### src/rtl/mem_arb_pkg.sv
// rtl/mem_arb_pkg.sv - shared types and helpers for the memory arbiter
//
// Purpose: size encodings, FSM state enum, grant-id enum and the alignment
// check shared by mem_arbiter and store_merge.
package mem_arb_pkg;

    localparam logic [1:0] SZ_BYTE = 2'b00;
    localparam logic [1:0] SZ_HALF = 2'b01;
    localparam logic [1:0] SZ_WORD = 2'b10;

    typedef enum logic [1:0] {
        IDLE   = 2'b00,
        RESP   = 2'b01,
        RMW_WR = 2'b10,
        ERR    = 2'b11
    } arb_state_t;

    typedef enum logic {
        GNT_IF = 1'b0,
        GNT_D  = 1'b1
    } gnt_t;

    // Size 11 is illegal; halves need an even address, words a 4-byte aligned one.
    function automatic logic is_misaligned(input logic [1:0] size, input logic [1:0] off);
        logic bad;
        bad = 1'b0;
        case (size)
            SZ_BYTE: bad = 1'b0;
            SZ_HALF: bad = off[0];
            SZ_WORD: bad = (off != 2'b00);
            default: bad = 1'b1;
        endcase
        return bad;
    endfunction

endpackage

### src/rtl/store_merge.sv
// rtl/store_merge.sv - byte/half lane merge for read-modify-write stores
//
// Purpose: replaces the addressed byte or halfword lane of old_word with the
// right-justified store data; a word size passes wdata straight through.
// Ports:
//   old_word  in  32  word read back from the RAM
//   wdata     in  32  store data, right-justified
//   size      in  2   access size encoding
//   offset    in  2   byte offset within the word
//   merged    out 32  word to write back
module store_merge
    import mem_arb_pkg::*;
(
    input  logic [31:0] old_word,
    input  logic [31:0] wdata,
    input  logic [1:0]  size,
    input  logic [1:0]  offset,
    output logic [31:0] merged
);

    always_comb begin
        merged = old_word;
        case (size)
            SZ_BYTE: begin
                case (offset)
                    2'd0:    merged[7:0]   = wdata[7:0];
                    2'd1:    merged[15:8]  = wdata[7:0];
                    2'd2:    merged[23:16] = wdata[7:0];
                    default: merged[31:24] = wdata[7:0];
                endcase
            end
            SZ_HALF: begin
                if (offset[1]) begin
                    merged[31:16] = wdata[15:0];
                end else begin
                    merged[15:0] = wdata[15:0];
                end
            end
            default: merged = wdata;
        endcase
    end

endmodule

### src/rtl/mem_arbiter.sv
// rtl/mem_arbiter.sv - round-robin fetch/data arbiter for a single-port word RAM
//
// Purpose: grants one of the fetch and load/store ports per access, drives the
// RAM pins, returns read data one cycle after the read edge, and runs byte and
// half stores as a read followed by a merged write.
// Ports:
//   clk, rst                     clock, asynchronous active-high reset
//   if_req_valid/ready, if_addr  fetch request (byte address, [1:0] ignored)
//   if_rvalid, if_rdata          fetch response pulse and word
//   d_req_valid/ready, d_we, d_size, d_addr, d_wdata   data request
//   d_rvalid, d_rdata            load response pulse and full aligned word
//   d_err                        misaligned/illegal request pulse
//   ram_r_wn, ram_address, ram_data_in, ram_data_out   RAM pins
module mem_arbiter
    import mem_arb_pkg::*;
#(
    parameter int ADDR_W = 12
) (
    input  logic              clk,
    input  logic              rst,
    input  logic              if_req_valid,
    output logic              if_req_ready,
    input  logic [ADDR_W+1:0] if_addr,
    output logic              if_rvalid,
    output logic [31:0]       if_rdata,
    input  logic              d_req_valid,
    output logic              d_req_ready,
    input  logic              d_we,
    input  logic [1:0]        d_size,
    input  logic [ADDR_W+1:0] d_addr,
    input  logic [31:0]       d_wdata,
    output logic              d_rvalid,
    output logic [31:0]       d_rdata,
    output logic              d_err,
    output logic              ram_r_wn,
    output logic [ADDR_W-1:0] ram_address,
    output logic [31:0]       ram_data_in,
    input  logic [31:0]       ram_data_out
);

    arb_state_t        state_q, state_d;
    gnt_t              last_gnt_q, last_gnt_d;
    gnt_t              gnt;
    logic [ADDR_W-1:0] addr_q, addr_d;
    logic [1:0]        off_q, off_d;
    logic [1:0]        size_q, size_d;
    logic [31:0]       wdata_q, wdata_d;
    logic [31:0]       merged;
    logic              d_mis;
    logic              if_addr_unused;

    assign if_addr_unused = ^if_addr[1:0];

    assign if_rdata = ram_data_out;
    assign d_rdata  = ram_data_out;
    assign d_mis    = is_misaligned(d_size, d_addr[1:0]);

    store_merge u_store_merge (
        .old_word (ram_data_out),
        .wdata    (wdata_q),
        .size     (size_q),
        .offset   (off_q),
        .merged   (merged)
    );

    always_comb begin
        if (if_req_valid && d_req_valid) begin
            gnt = (last_gnt_q == GNT_IF) ? GNT_D : GNT_IF;
        end else if (d_req_valid) begin
            gnt = GNT_D;
        end else begin
            gnt = GNT_IF;
        end
    end

    always_comb begin
        state_d      = state_q;
        last_gnt_d   = last_gnt_q;
        addr_d       = addr_q;
        off_d        = off_q;
        size_d       = size_q;
        wdata_d      = wdata_q;
        if_req_ready = 1'b0;
        d_req_ready  = 1'b0;
        if_rvalid    = 1'b0;
        d_rvalid     = 1'b0;
        d_err        = 1'b0;
        ram_r_wn     = 1'b1;
        ram_data_in  = 32'h0;

        case (state_q)
            IDLE: begin
                if (if_req_valid || d_req_valid) begin
                    last_gnt_d = gnt;
                    if (gnt == GNT_IF) begin
                        if_req_ready = 1'b1;
                        addr_d       = if_addr[ADDR_W+1:2];
                        state_d      = RESP;
                    end else begin
                        d_req_ready = 1'b1;
                        if (d_mis) begin
                            // Accepted but never touches the RAM.
                            state_d = ERR;
                        end else begin
                            addr_d = d_addr[ADDR_W+1:2];
                            if (!d_we) begin
                                state_d = RESP;
                            end else if (d_size == SZ_WORD) begin
                                ram_r_wn    = 1'b0;
                                ram_data_in = d_wdata;
                            end else begin
                                // Read the old word now; merge and write next cycle.
                                off_d   = d_addr[1:0];
                                size_d  = d_size;
                                wdata_d = d_wdata;
                                state_d = RMW_WR;
                            end
                        end
                    end
                end
            end
            RESP: begin
                // last_gnt_q still names the port whose read is in flight.
                if_rvalid = (last_gnt_q == GNT_IF);
                d_rvalid  = (last_gnt_q == GNT_D);
                state_d   = IDLE;
            end
            RMW_WR: begin
                ram_r_wn    = 1'b0;
                ram_data_in = merged;
                state_d     = IDLE;
            end
            ERR: begin
                d_err   = 1'b1;
                state_d = IDLE;
            end
            default: state_d = IDLE;
        endcase

        // Reset masks everything visible immediately, so an RMW write in
        // flight is dropped before its write edge.
        if (rst) begin
            if_req_ready = 1'b0;
            d_req_ready  = 1'b0;
            if_rvalid    = 1'b0;
            d_rvalid     = 1'b0;
            d_err        = 1'b0;
            ram_r_wn     = 1'b1;
        end
    end

    assign ram_address = addr_d;

    always_ff @(posedge clk or posedge rst) begin
        if (rst) begin
            state_q    <= IDLE;
            last_gnt_q <= GNT_IF;
            addr_q     <= '0;
            off_q      <= 2'b00;
            size_q     <= SZ_BYTE;
            wdata_q    <= 32'h0;
        end else begin
            state_q    <= state_d;
            last_gnt_q <= last_gnt_d;
            addr_q     <= addr_d;
            off_q      <= off_d;
            size_q     <= size_d;
            wdata_q    <= wdata_d;
        end
    end

endmodule

### config.mk
export PLATFORM = sky130hd
export DESIGN_NAME = mem_arbiter
export DESIGN_NICKNAME = d
export VERILOG_FILES = /design/src/rtl/mem_arb_pkg.sv /design/src/rtl/store_merge.sv /design/src/rtl/mem_arbiter.sv
export SDC_FILE = /design/constraint.sdc
export NUM_CORES = 1
export LEC_CHECK = 0
export CORE_ASPECT_RATIO = 1.75
export CORE_MARGIN = 1.5
export CORE_UTILIZATION = 30
export CTS_CLUSTER_SIZE = 28
export DETAILED_ROUTE_END_ITERATION = 16
export GPL_TIMING_DRIVEN = 1
export PLACE_DENSITY_LB_ADDON = 0.15
export SLEW_MARGIN = 5
export SYNTH_ARGS = -nofsm -noshare
export SYNTH_HDL_FRONTEND = slang
export SYNTH_SLANG_ARGS = --single-unit
### constraint.sdc
create_clock -name clk -period 2.1 [get_ports clk]
set_input_delay 0.315 -clock clk [delete_from_list [all_inputs] [get_ports clk]]
set_output_delay 0.315 -clock clk [all_outputs]
set_load 0.01 [all_outputs]
==> impl_metrics.prom <==
# TYPE chip_impl_metric gauge
chip_impl_metric{name="placed_cells",unit=""} 741
chip_impl_metric{name="maximum_number_of_pins_on_one_net_before_global_route_repair",unit=""} 52
chip_impl_metric{name="rows",unit=""} 53
chip_impl_metric{name="path_clk_slew",unit="ps"} 70
chip_impl_metric{name="synth.lib_cells_used.distinct",unit=""} 54
chip_impl_metric{name="share_of_synthesized_registers_carrying_an_async_set_or_reset",unit="%"} 100
chip_impl_metric{name="syn_nets",unit=""} 477
chip_impl_metric{name="synth_enable_flop_cells",unit=""} 0
chip_impl_metric{name="filler_cell_count",unit=""} 1114
chip_impl_metric{name="max-cap-violations",unit=""} 0
chip_impl_info{name="crit_path_start_kind",value="flop"} 1
chip_impl_info{name="worst-setup-path-type",value="flop to primary output"} 1
chip_impl_metric{name="drt_wl_total",unit="um"} 13700
chip_impl_metric{name="routabilityCongestion",unit=""} 0.814
chip_impl_info{name="synth_top_family_by_area",value="multiplexers"} 1
chip_impl_metric{name="clock_sink_count",unit=""} 51
chip_impl_metric{name="timing.final.crit_period",unit="ps"} 2240
chip_impl_metric{name="maximum_single_stage_delay_on_the_critical_path",unit="ps"} 450
chip_impl_metric{name="power.static_leakage",unit="nW"} 3.08
chip_impl_info{name="tritoncts",value="yes"} 1
chip_impl_info{name="cts.root.buffer_cell",value="sky130_fd_sc_hd__clkbuf_16"} 1
chip_impl_metric{name="post_drt_wl_per_cell",unit="um"} 17.7
chip_impl_metric{name="dieHeight",unit="um"} 151
chip_impl_metric{name="setup-violations-final",unit=""} 44
chip_impl_metric{name="antenna_found_initial",unit=""} 0
chip_impl_metric{name="yosys.area.top_type_share",unit="%"} 34.2
chip_impl_metric{name="drive_gt1_share",unit="%"} 40.6
chip_impl_metric{name="cp.arrival",unit="ps"} 1920
chip_impl_metric{name="syn-instance-count",unit=""} 378
chip_impl_info{name="synth.largest_area_cell",value="sky130_fd_sc_hd__dfrtp_1"} 1
chip_impl_metric{name="postLayoutCellArea",unit="mm^2"} 0.00673
chip_impl_metric{name="dr.first_iter.drc_count",unit=""} 140
chip_impl_metric{name="report.final.slew_viol_count",unit=""} 0
chip_impl_metric{name="grt_pass1_wl",unit="um"} 19900
chip_impl_metric{name="syn_area_per_cell",unit="um^2"} 9.88
chip_impl_metric{name="core_area",unit="mm^2"} 0.0121
chip_impl_info{name="setup.worst_path.end_class",value="primary output"} 1
chip_impl_metric{name="vias_after_detailed_routing",unit=""} 3747
chip_impl_metric{name="cellPowerDensity",unit="mW/mm^2"} 972
chip_impl_metric{name="synth.ff_latch_count",unit=""} 51
chip_impl_metric{name="worst_slew_pin_slew",unit="ps"} 701
chip_impl_metric{name="drt_pass1_iterations",unit=""} 4
chip_impl_metric{name="grt_pass1_vias",unit=""} 4011
chip_impl_metric{name="worstPathRequired",unit="ps"} 1780
chip_impl_metric{name="crit_fanout",unit=""} 9
chip_impl_metric{name="yosys.area_share.simple",unit="%"} 12.5
chip_impl_info{name="outcome",value="complete, but fails checks"} 1
chip_impl_metric{name="synth_xor_xnor_area_share",unit="%"} 0
chip_impl_metric{name="synth.yosys.seq_area_share",unit="%"} 34.2
chip_impl_metric{name="worst_hold_slack",unit="ps"} 412
chip_impl_metric{name="max-slew-margin-rel",unit="%"} 53.3
chip_impl_metric{name="chip_width",unit="um"} 87.4
chip_impl_metric{name="number_of_nets_in_the_layout",unit=""} 704
chip_impl_metric{name="ir_drop",unit="uV"} 540
chip_impl_metric{name="ys_warn_count",unit=""} 0
chip_impl_metric{name="final-instance-count-excl-fill",unit=""} 771
chip_impl_info{name="worstHoldPathType",value="primary input to flop"} 1
chip_impl_metric{name="final-hold-violation-count",unit=""} 0
chip_impl_info{name="ys_dominant_reg_cell",value="sky130_fd_sc_hd__dfrtp_1"} 1
chip_impl_metric{name="postRouteAntennaNets",unit=""} 0
chip_impl_metric{name="vias_per_cell",unit=""} 4.86
chip_impl_metric{name="place_hpwl",unit="um"} 9860
chip_impl_metric{name="fin_skew",unit="ps"} 7.69
chip_impl_info{name="failed_checks",value="negative setup slack"} 1
chip_impl_info{name="chain_of_cells_forming_the_critical_path",value="nand4bb_4 -> nor4_4 -> buf_6 -> buf_8 -> nand3b_1 -> o21ai_1 -> buf_2"} 1
chip_impl_metric{name="synth_compound_gate_area_share",unit="%"} 16.2
chip_impl_metric{name="remaining_drc_errors",unit=""} 0
chip_impl_info{name="cp_slowest_cell",value="sky130_fd_sc_hd__dfrtp_2"} 1
chip_impl_metric{name="synth.area.mux_share",unit="%"} 19.9
chip_impl_metric{name="io_buffers",unit=""} 210
chip_impl_metric{name="post-route-worst-setup-slack",unit="ps"} -139
chip_impl_metric{name="antennaDiodeCount",unit=""} 0
chip_impl_metric{name="globalRouteTotalUtil",unit="%"} 19.6
chip_impl_metric{name="post_synth_fa_ha_maj_area_fraction",unit="%"} 0
chip_impl_metric{name="cts-buffers-inserted",unit=""} 5
chip_impl_metric{name="global_route.overflow_total",unit=""} 0
chip_impl_metric{name="post_dp_cell_area",unit="mm^2"} 0.00606
chip_impl_metric{name="post-route-period-util",unit="%"} 107
chip_impl_metric{name="maximum_operating_frequency",unit="GHz"} 0.447
chip_impl_metric{name="clock_insertion_delay_worst_skew",unit="ps"} 290
chip_impl_metric{name="fin_setup_tns",unit="ps"} -2700
chip_impl_metric{name="max-clock-path-buffers",unit=""} 2
chip_impl_info{name="setup_repair_after_global_routing_missed_its_margin",value="true"} 1
chip_impl_metric{name="fp.dieArea",unit="mm^2"} 0.0132
chip_impl_metric{name="synthToLayoutAreaGrowth",unit="%"} 80.1
chip_impl_info{name="synthTopCellsByArea",value="sky130_fd_sc_hd__dfrtp_1 34%, sky130_fd_sc_hd__buf_4 13%, sky130_fd_sc_hd__mux2_4 12%"} 1
chip_impl_metric{name="initial_core_util",unit="%"} 31.0
chip_impl_metric{name="top_level_ports",unit=""} 213
chip_impl_metric{name="synth_area",unit="mm^2"} 0.00374
chip_impl_metric{name="cts_max_level",unit=""} 2
==> where the power goes <==
part	leakage, nW	total [mW]	switching [mW]	internal (mW)
clock	0.0772	0.872	0.363	0.509
sequential	0.619	1.79	0.338	1.45
combinational	2.39	3.87	1.68	2.20
total	3.08	6.54	2.38	4.16
==> metal layers <==
| metal | global-route usage (%) | wire [um] | vias to the layer above |
|---|---|---|---|
| li1 | - | - | 1762 |
| met1 | 19.9 | 4750 | 1805 |
| met2 | 38.5 | 7710 | 158 |
| met3 | 3.56 | 792 | 22 |
| met4 | 6.98 | 392 | 0 |
| met5 | 0 | 0 | - |
==> synth_stat cells, drive strengths merged (6+ instances only) <==
library cell,number
a32oi,11
a222oi,8
mux2i,16
a221o,6
nand2,46
clkbuf,6
o21ai,34
mux2,42
dfrtp,51
buf,75
inv,17
nor2,14
==> path summary, 6_finish.rpt <==
path / end / startpoint / slack [ps] / cells after the start
min in group asynchronous: wdata_q[29] / rst / 700 / 3
max: ram_data_in[7] / state_q[0] / -140 / 7
min: off_q[1] / d_addr[1] / 410 / 3
min reg2reg: wdata_q[17] / wdata_q[17] / 510 / 1
max reg2reg: wdata_q[24] / state_q[0] / 30 / 8
max in group asynchronous: state_q[0] / rst / 920 / 3
==> layout by cell type, fill, tap and decap left out, types with 3 or more instances in the layout <==
| cell type | n |
|---|---|
| sky130_fd_sc_hd__a32oi_1 | 5 |
| sky130_fd_sc_hd__mux2_4 | 29 |
| sky130_fd_sc_hd__dlymetal6s2s_1 | 6 |
| sky130_fd_sc_hd__mux2_2 | 13 |
| sky130_fd_sc_hd__o21ai_0 | 6 |
| sky130_fd_sc_hd__nor2_2 | 3 |
| sky130_fd_sc_hd__nor2_1 | 7 |
| sky130_fd_sc_hd__a221o_1 | 6 |
| sky130_fd_sc_hd__o21ai_1 | 14 |
| sky130_fd_sc_hd__mux2i_1 | 15 |
| sky130_fd_sc_hd__dfrtp_1 | 50 |
| sky130_fd_sc_hd__o21ai_4 | 5 |
| sky130_fd_sc_hd__a32oi_2 | 4 |
| sky130_fd_sc_hd__dlygate4sd2_1 | 5 |
| sky130_fd_sc_hd__buf_6 | 24 |
| sky130_fd_sc_hd__nand2_2 | 3 |
| sky130_fd_sc_hd__buf_4 | 65 |
| sky130_fd_sc_hd__o21ai_2 | 9 |
| sky130_fd_sc_hd__buf_12 | 11 |
| sky130_fd_sc_hd__nor2_4 | 4 |
| sky130_fd_sc_hd__nor4_4 | 4 |
| sky130_fd_sc_hd__clkbuf_16 | 5 |
| sky130_fd_sc_hd__inv_1 | 15 |
| sky130_fd_sc_hd__clkdlybuf4s50_1 | 154 |
| sky130_fd_sc_hd__a222oi_1 | 8 |
| sky130_fd_sc_hd__buf_2 | 34 |
| sky130_fd_sc_hd__a22o_1 | 4 |
| sky130_fd_sc_hd__nand2_1 | 43 |
==> critical path, delay by kind of cell (launching register included) <==
kind,cells,cell delay (ps)
buf+inv,3,480
simple gates,3,610
flops,1,450
compound gates,1,90
==> registers in the layout, summed over array words and instances, names as in the netlist <==
name and flops:
wdata_q 32, addr_q 12, off_q 2, size_q 2, state_q 2, last_gnt_q 1
==> per-stage QoR <==
stage	util [%]	total power [mW]	setup slack (ps)
2_1_floorplan	-	3.36	56.9
3_3_place_gp	50.2	5.06	-605
3_5_place_dp	50.2	5.09	-619
4_1_cts	53.0	6.12	-224
5_1_grt	55.7	6.91	-222
6_report	55.7	6.54	-139
==> area by class of cell <==
type / count / area (um^2) / share of cell area (%)
timing repair buffer: 301 / 2840 / 42.2
multi-input combinational: 229 / 2180 / 32.5
sequential: 51 / 1280 / 19.0
tap: 165 / 206 / 3.07
clock buffer: 8 / 156 / 2.32
inverter: 17 / 63.8 / 0.948
==> timing repair <==
item / in CTS / in global routing
cloned: 3 / 0
gates resized for setup: 260 / 85
endpoints found under the hold margin: 0 / 0
pin swaps: 16 / 26
hold buffers: 0 / 0
setup endpoints to repair: 48 / 47
buffers inserted: 16 / 11
==> cell families after synthesis <==
group	Yosys count
muxes	58
DFF	51
AOI/OAI and AO/OA	83
and+or+nand+nor	88
buffers and inverters	98
Power figures use the tool's default switching activity.
